$ cat src/rtl/keccak_pkg.sv
// Shared Keccak constants, lane addressing and the squeeze FSM state type.
// Lanes are numbered i = 5*y + x; each lane occupies 64 consecutive state bits.
package keccak_pkg;

  localparam int STATE_W   = 1600;
  localparam int LANE_W    = 64;
  localparam int NUM_LANES = 25;

  typedef enum logic [1:0] {
    ST_IDLE,
    ST_EMIT,
    ST_PERM
  } fsm_t;

  function automatic int unsigned lane_offset(input int unsigned x, input int unsigned y);
    return LANE_W * (5 * y + x);
  endfunction

endpackage

$ cat src/rtl/keccak_lane_sel.sv
// Combinational 25:1 lane multiplexer over the ascending-indexed state vector.
// Output bit z of the lane is state bit lane_offset + z.
module keccak_lane_sel
  import keccak_pkg::*;
(
  input  logic [0:STATE_W-1] i_state,
  input  logic [4:0]         i_idx,
  output logic [LANE_W-1:0]  o_lane
);

  always_comb begin
    o_lane = '0;
    for (int i = 0; i < NUM_LANES; i++) begin
      if (i_idx == 5'(i)) begin
        for (int z = 0; z < LANE_W; z++) begin
          o_lane[z] = i_state[lane_offset(i % 5, i / 5) + z];
        end
      end
    end
  end

endmodule

$ cat src/rtl/keccak_squeeze.sv
// Squeeze phase: streams rate lanes from a held state and requests a fresh
// permutation whenever the rate portion is exhausted before the count is met.
module keccak_squeeze
  import keccak_pkg::*;
#(
  parameter int RATE_LANES = 21
) (
  input  logic               clk,
  input  logic               rst_n,
  input  logic               i_start,
  input  logic [15:0]        i_req_lanes,
  input  logic [0:STATE_W-1] i_state_in,
  output logic [LANE_W-1:0]  o_out_data,
  output logic               o_out_valid,
  input  logic               i_out_ready,
  output logic               o_out_last,
  output logic               o_perm_req,
  input  logic               i_perm_ack,
  output logic               o_busy,
  output logic               o_done
);

  localparam logic [4:0] LAST_IDX = 5'(RATE_LANES - 1);

  fsm_t               r_fsm;
  logic [0:STATE_W-1] r_state;
  logic [4:0]         r_idx;
  logic [15:0]        r_rem;
  logic               r_valid;
  logic               r_last;
  logic               r_perm_req;
  logic               r_done;
  logic [LANE_W-1:0]  w_lane;

  keccak_lane_sel u_lane_sel (
    .i_state (r_state),
    .i_idx   (r_idx),
    .o_lane  (w_lane)
  );

  // out_data is read straight from the held state; a zeroed state gives zero data in reset.
  always_ff @(posedge clk or negedge rst_n) begin
    if (!rst_n) begin
      r_fsm      <= ST_IDLE;
      r_state    <= '0;
      r_idx      <= '0;
      r_rem      <= '0;
      r_valid    <= 1'b0;
      r_last     <= 1'b0;
      r_perm_req <= 1'b0;
      r_done     <= 1'b0;
    end else begin
      r_done <= 1'b0;
      case (r_fsm)
        ST_IDLE: begin
          if (i_start) begin
            if (i_req_lanes == 16'd0) begin
              r_done <= 1'b1;
            end else begin
              r_state <= i_state_in;
              r_idx   <= '0;
              r_rem   <= i_req_lanes;
              r_valid <= 1'b1;
              r_last  <= (i_req_lanes == 16'd1);
              r_fsm   <= ST_EMIT;
            end
          end
        end
        ST_EMIT: begin
          if (r_valid && i_out_ready) begin
            r_rem <= r_rem - 16'd1;
            if (r_rem == 16'd1) begin
              r_valid <= 1'b0;
              r_last  <= 1'b0;
              r_done  <= 1'b1;
              r_fsm   <= ST_IDLE;
            end else if (r_idx == LAST_IDX) begin
              r_valid    <= 1'b0;
              r_last     <= 1'b0;
              r_perm_req <= 1'b1;
              r_fsm      <= ST_PERM;
            end else begin
              r_idx  <= r_idx + 5'd1;
              r_last <= (r_rem == 16'd2);
            end
          end
        end
        ST_PERM: begin
          if (i_perm_ack) begin
            r_state    <= i_state_in;
            r_idx      <= '0;
            r_perm_req <= 1'b0;
            r_valid    <= 1'b1;
            r_last     <= (r_rem == 16'd1);
            r_fsm      <= ST_EMIT;
          end
        end
        default: r_fsm <= ST_IDLE;
      endcase
    end
  end

  assign o_out_data  = w_lane;
  assign o_out_valid = r_valid;
  assign o_out_last  = r_last;
  assign o_perm_req  = r_perm_req;
  assign o_done      = r_done;
  assign o_busy      = (r_fsm != ST_IDLE);

endmodule

$ cat config.mk
export PLATFORM = sky130hd
export DESIGN_NAME = keccak_squeeze
export DESIGN_NICKNAME = d
export VERILOG_FILES = /design/src/rtl/keccak_pkg.sv /design/src/rtl/keccak_lane_sel.sv /design/src/rtl/keccak_squeeze.sv
export SDC_FILE = /design/constraint.sdc
export NUM_CORES = 2
export LEC_CHECK = 0
export ABC_AREA = 0
export CORE_AREA = 2 2 657 659
export DETAILED_ROUTE_END_ITERATION = 12
export DIE_AREA = 0 0 659 661
export SYNTH_ARGS = -nofsm -noshare
export SYNTH_HDL_FRONTEND = slang
export SYNTH_SLANG_ARGS = --single-unit
$ cat constraint.sdc
create_clock -name clk -period 5.66 [get_ports clk]
set_input_delay 1.415 -clock clk [delete_from_list [all_inputs] [get_ports clk]]
set_output_delay 1.415 -clock clk [all_outputs]
set_load 0.03 [all_outputs]
# After elaboration in Yosys (flattened, before gate mapping)
# Cells that the tools add are included.
[classes]
add_sub_neg = 2
eq_ne = 37
n_mux = 71
reduce_logical = 16
[op_table]
columns = ["operator", "count"]
rows = [
  ["$mux 1600", 3],
  ["$pmux 1600 s2", 1],
  ["$mux 64", 25],
  ["$mux 16", 3],
  ["$eq 5x5->1 const B", 9],
  ["$eq 5x4->1 const B", 8],
  ["$eq 16x1->1 const B", 2],
  ["$pmux 16 s2", 1],
  ["$mux 5", 6],
  ["$eq 5x3->1 const B", 4],
  ["$mux 1", 20],
  ["$eq 16x2->1 const B", 1],
  ["$logic_not 16->1", 1],
  ["$sub 16x1->16 const B", 1],
  ["$pmux 5 s3", 1],
  ["$reduce_and 5->1", 3],
  ["$ne 2x2->1 const B", 7],
  ["$mux 2", 6],
  ["$eq 5x2->1 const B", 2],
  ["$reduce_and 4->1", 2],
  ["$reduce_bool 2->1", 4],
  ["$reduce_and 7->1", 1],
  ["$pmux 1 s3", 2],
  ["$pmux 2 s3", 1],
  ["11 further kinds", 12],
]
[word_totals]
reg_bits = 1627
input_bits = 1621
elab_cells = 134

# Logic depth before layout (Yosys ltp)
[depth]
ltp_word = 26
ltp_mapped = 17

# Hierarchy
# A second synthesis with hierarchy kept.
[unflattened]
hier_cells = 5975
hier_area_um2 = 79864.1
[by_module_without_submodules]
columns = ["mod", "n_inst", "cells_each", "area_per_inst_um2", "seq_area_each_um2"]
rows = [
  ["keccak_squeeze", 1, 3614, 65037.4, 40714.0],
  ["keccak_lane_sel", 1, 2361, 14826.7, 0.0],
]

# Worst setup path after synthesis
# No wires, ideal clock.
[synth_path]
path_type = "reg2out"
from = "register r_idx[1]"
to = "output port o_out_data[2]"
t_arrival_ps = 4058
t_required_ps = 4245
path_slack_ps = 187
stages_incl_launch_ff = 16
path_buffers = 8
cell_sequence = "dfrtp_1 -> ha_1 -> buf_2 -> buf_2 -> buf_2 -> clkbuf_1 -> buf_1 -> and3_1 -> ha_1 -> clkbuf_1 -> clkbuf_1 -> clkbuf_1 -> a21oi_1 -> a21oi_1 -> a211oi_1 -> o41ai_1"
[synth_between]
elab_chain_len = 26
[synth_rtl]
columns = ["item", "line_no", "source"]
rows = [
  ["from (decl)", "keccak_squeeze.sv:27", "logic [4:0] r_idx;"],
  ["from (signal assigned)", "keccak_squeeze.sv:83", "r_idx <= r_idx + 5'd1;"],
  ["$logic_not 5->1", "keccak_lane_sel.sv:14", "if (i_idx == 5'(i)) begin"],
  ["$mux 64 (24 in series)", "keccak_lane_sel.sv:14", ""],
  ["$mux 64 *", "keccak_lane_sel.sv:14", ""],
  ["to (decl)", "keccak_squeeze.sv:13", "output logic [LANE_W-1:0] o_out_data,"],
]
# Mark *: on every way between the ends. The rest lies on a longest branch, timed or not.

# Worst setup path in the final report
[layout_path]
from = "register r_idx[0]"
to = "output port o_out_data[52]"
# Same word-level chain as after synthesis.

==> impl_metrics.tcl <==
set metrics [dict create \
    status "complete, but fails checks" \
    failed_checks "negative setup slack" \
    grt_usage 0.254 \
    synthSimpleGateAreaFrac 0.0557 \
    synthesis.area_um2 75300 \
    setup_ws_ns -0.538 \
    rsz0062_at_grt "true" \
    muxShareOfSynthArea 0.241 \
    first_global_vias 65796 \
    start_util 0.175 \
    cts_root_buffer "clkbuf_16" \
    period_share 1.10 \
    worstPathCellList "inv_4 -> ha_4 -> buf_4 -> nand4bb_4 -> buf_4 -> buf_16 -> o221ai_2 -> a211oi_2 -> buf_4 -> o211ai_1 -> o211ai_1 -> clkbuf_16" \
    dieWidth_um 659 \
    yosysWarningCount 0 \
    drt_first_pass_iters 7 \
    synth_edf_count 0 \
    wl_per_cell_um 40.9 \
    drive_gt1_frac 0.389 \
    clock.fmax_mhz 161 \
    syn_area_per_cell_um2 12.6 \
    drtAntennaViolNets 0 \
    peakVddDrop_v 0.000445 \
    power_density_nw_per_um2 628 \
    worstPathRequired_ns 4.24 \
    synthFlopType "dfrtp_1" \
    core_um2 429000 \
    worst_pin_slew_ns 1.29 \
    htreeDepth 4 \
    crit_top_cell "buf_4" \
    drc_errors 0 \
    critPathMaxStageDelay_ns 0.61 \
    clk_pin_slew_ns 0.07 \
    syn-num-nets 7595 \
    grt_pass1_wl_um 717000 \
    gp_congestion 0.992 \
    clockBufferDepth 4 \
    dieArea_um2 436000 \
    synth_area_leaders "dfrtp_1 (54%), mux2_2 (24%), buf_2 (1.7%)" \
    grt_max_degree 192 \
    crit_type "reg2out" \
    portBuffers 1689 \
    ys_ff_latch 1627 \
    slew_violations 0 \
    routed_wl_um 579000 \
    num_vias 68042 \
    yosys.area_share.xor_xnor 0 \
    cp.arrival_ns 4.78 \
    numCtsBuffers 206 \
    power.leakage_nw 45.1 \
    dr.first_iter.drc_count 7423 \
    synth-async-reset-ratio 1.00 \
    via_per_inst 4.81 \
    start_kind "flop" \
    dp_worst_setup_slack_ns -0.654 \
    fin_tns_setup_ns -12.08 \
    antenna_found_initial 501 \
    ios 1690 \
    crit_path_top_delay_cell "o211ai_1" \
    synth_top_family_by_area "multiplexers" \
    die_h_um 661 \
    yosysTopAreaCellShare 0.541 \
    cts-hold-fix-buffers 0 \
    maxCapViolCount 0 \
    netlist_instances 5962 \
    final_nets 9729 \
    insertion_delay_ns 0.95 \
    synth_fa_ha_area_frac 0.00199 \
    cp_max_fo 26 \
    finalHoldViolCount 0 \
    netlist-cell-type-count 87 \
    synth.largest_area_cell "dfrtp_1" \
    synth_compound_area_frac 0.130 \
    num_rows 241 \
    hpwlAfterDp_um 463000 \
    finalClockSkew_ns 0.0708 \
    tritoncts "yes" \
    slew_headroom 0.139 \
    setup_viol 53 \
    overflow 0 \
    hold_class "in2async" \
    seq_area_frac_synth 0.541 \
    syn2layout_area_growth_pct 55.9 \
    end_kind "output pin" \
    cts_sinks 1627 \
    final.min_clock_period_ns 6.20 \
]
-- sequential cells by signal (all words and copies together), names as in the netlist --
| signal | cells |
|---|---|
| o_done | 1 |
| o_out_last | 1 |
| o_out_valid | 1 |
| o_perm_req | 1 |
| r_fsm | 2 |
| r_idx | 5 |
| r_rem | 16 |
| r_state | 1600 |
-- layout make-up --
cell class              instances  area [um2]
diodes                        173         433
clock buffers                 297        5930
clock inverters                79        1080
fillers                     44313      312000
inverters                      45         195
multi-input cells            3808       36100
flip-flops and latches       1627       40700
well taps                    5710        7140
repair buffers               2408       25700
-- what timing repair did --
item                                    CTS  global route
endpoints found under the setup margin   64            61
pin swaps                               171           165
buffers inserted                        182           116
gates cloned                             21            11
gates resized for setup                 589           274
-- cells in the mapped netlist, drive strengths merged, types with 10 or more instances --
master,count
dfrtp,1627
mux2,1600
nor2,295
buf,269
clkbuf,215
a21oi,210
o21ai,182
nand2,167
o221ai,132
a22oi,118
a221oi,112
o22ai,103
o211ai,93
a211oi,85
nand3,56
nor2b,45
inv,44
nor3,43
nand2b,36
a22o,35
a2111oi,30
a32oi,29
nor4,28
nand4,25
or3,24
o32ai,22
a31o,20
o21a,19
a31oi,18
a221o,16
a32o,15
mux2i,15
o41ai,15
and3,12
ha,12
o32a,12
o31ai,11
or4,10
-- metal layers --
layer / global-route usage / vias to the layer above / part of all wire
met3: 0.0950 / 1548 / 0.10
met4: 0.140 / 296 / 0.068
met1: 0.281 / 34851 / 0.36
met2: 0.422 / 4231 / 0.47
li1: - / 27116 / -
met5: 0 / - / 0.0033
-- critical path, delay by kind of cell, from the launching register on --
family	cells	cell delay, ns
compound gates	4	1.51
fa+ha+maj	1	0.23
buf+inv	6	1.29
flops	1	0.47
simple gates	1	0.23
-- per-stage QoR --
step | hold slack [ns] | cell area (um2) | cells | power (mW) | util
5_1_grt | 0.490 | 117000 | 14102 | 75.9 | 0.273
3_3_place_gp | 0.484 | 102000 | 13292 | 53.5 | 0.239
3_5_place_dp | 0.489 | 102000 | 13293 | 53.8 | 0.239
6_report | 0.497 | 117000 | 14147 | 73.7 | 0.274
4_1_cts | 0.456 | 115000 | 13867 | 72.3 | 0.267
2_1_floorplan | 0.472 | 75300 | 5962 | 35.4 | -
-- cells by family after synthesis --
logic type | after synthesis
multiplexers | 1615
adder cells (fa/ha/maj) | 12
buffers and inverters | 529
AND/OR/NAND/NOR | 827
AO/OA/AOI/OAI | 1352
flip-flops | 1627
-- worst paths after layout --
kind / start / to / slack [ns] / cells past startpoint
max in group asynchronous: rst_n / r_state[373]$_DFFE_PN0P_ / 3.68 / 2
worst max-delay path: r_idx[0]$_DFFE_PN0P_ / o_out_data[52] / -0.54 / 12
worst min register to register: r_state[1465]$_DFFE_PN0P_ / r_state[1465]$_DFFE_PN0P_ / 0.50 / 1
worst max register to register: r_fsm[1]$_DFFE_PN0P_ / r_state[1197]$_DFFE_PN0P_ / 2.28 / 8
worst min-delay path: rst_n / r_state[1352]$_DFFE_PN0P_ / 0.50 / 1
min in group clk: r_state[1465]$_DFFE_PN0P_ / r_state[1465]$_DFFE_PN0P_ / 0.50 / 1
-- layout by cell type (no fill, tap or decap), types with 33 or more instances in the layout --
cell type           n
a22o_1             33
o211ai_1           93
clkdlybuf4s50_1  1624
buf_4             432
diode_2           173
nand3_1            54
clkbuf_8           43
nor2b_1            40
a21oi_1           170
o21ai_0           136
a22oi_2            33
buf_12            156
a22oi_1            85
dfrtp_1          1622
nand2b_1           33
a221oi_1           70
inv_1              40
o221ai_1          101
clkbuf_16         228
buf_6             115
mux2_2           1600
nand2_1           143
clkinv_2           33
nor2_1            257
buf_8              33
o22ai_1            94
clkbuf_1           48
nor3_1             33
-- power breakdown --
group | internal, mW | switching [mW]
clock | 8.09 | 5.89
combinational | 17.2 | 18.7
sequential | 17.7 | 6.18
total | 43.0 | 30.7
No activity file was read; power rests on OpenSTA's default activity.
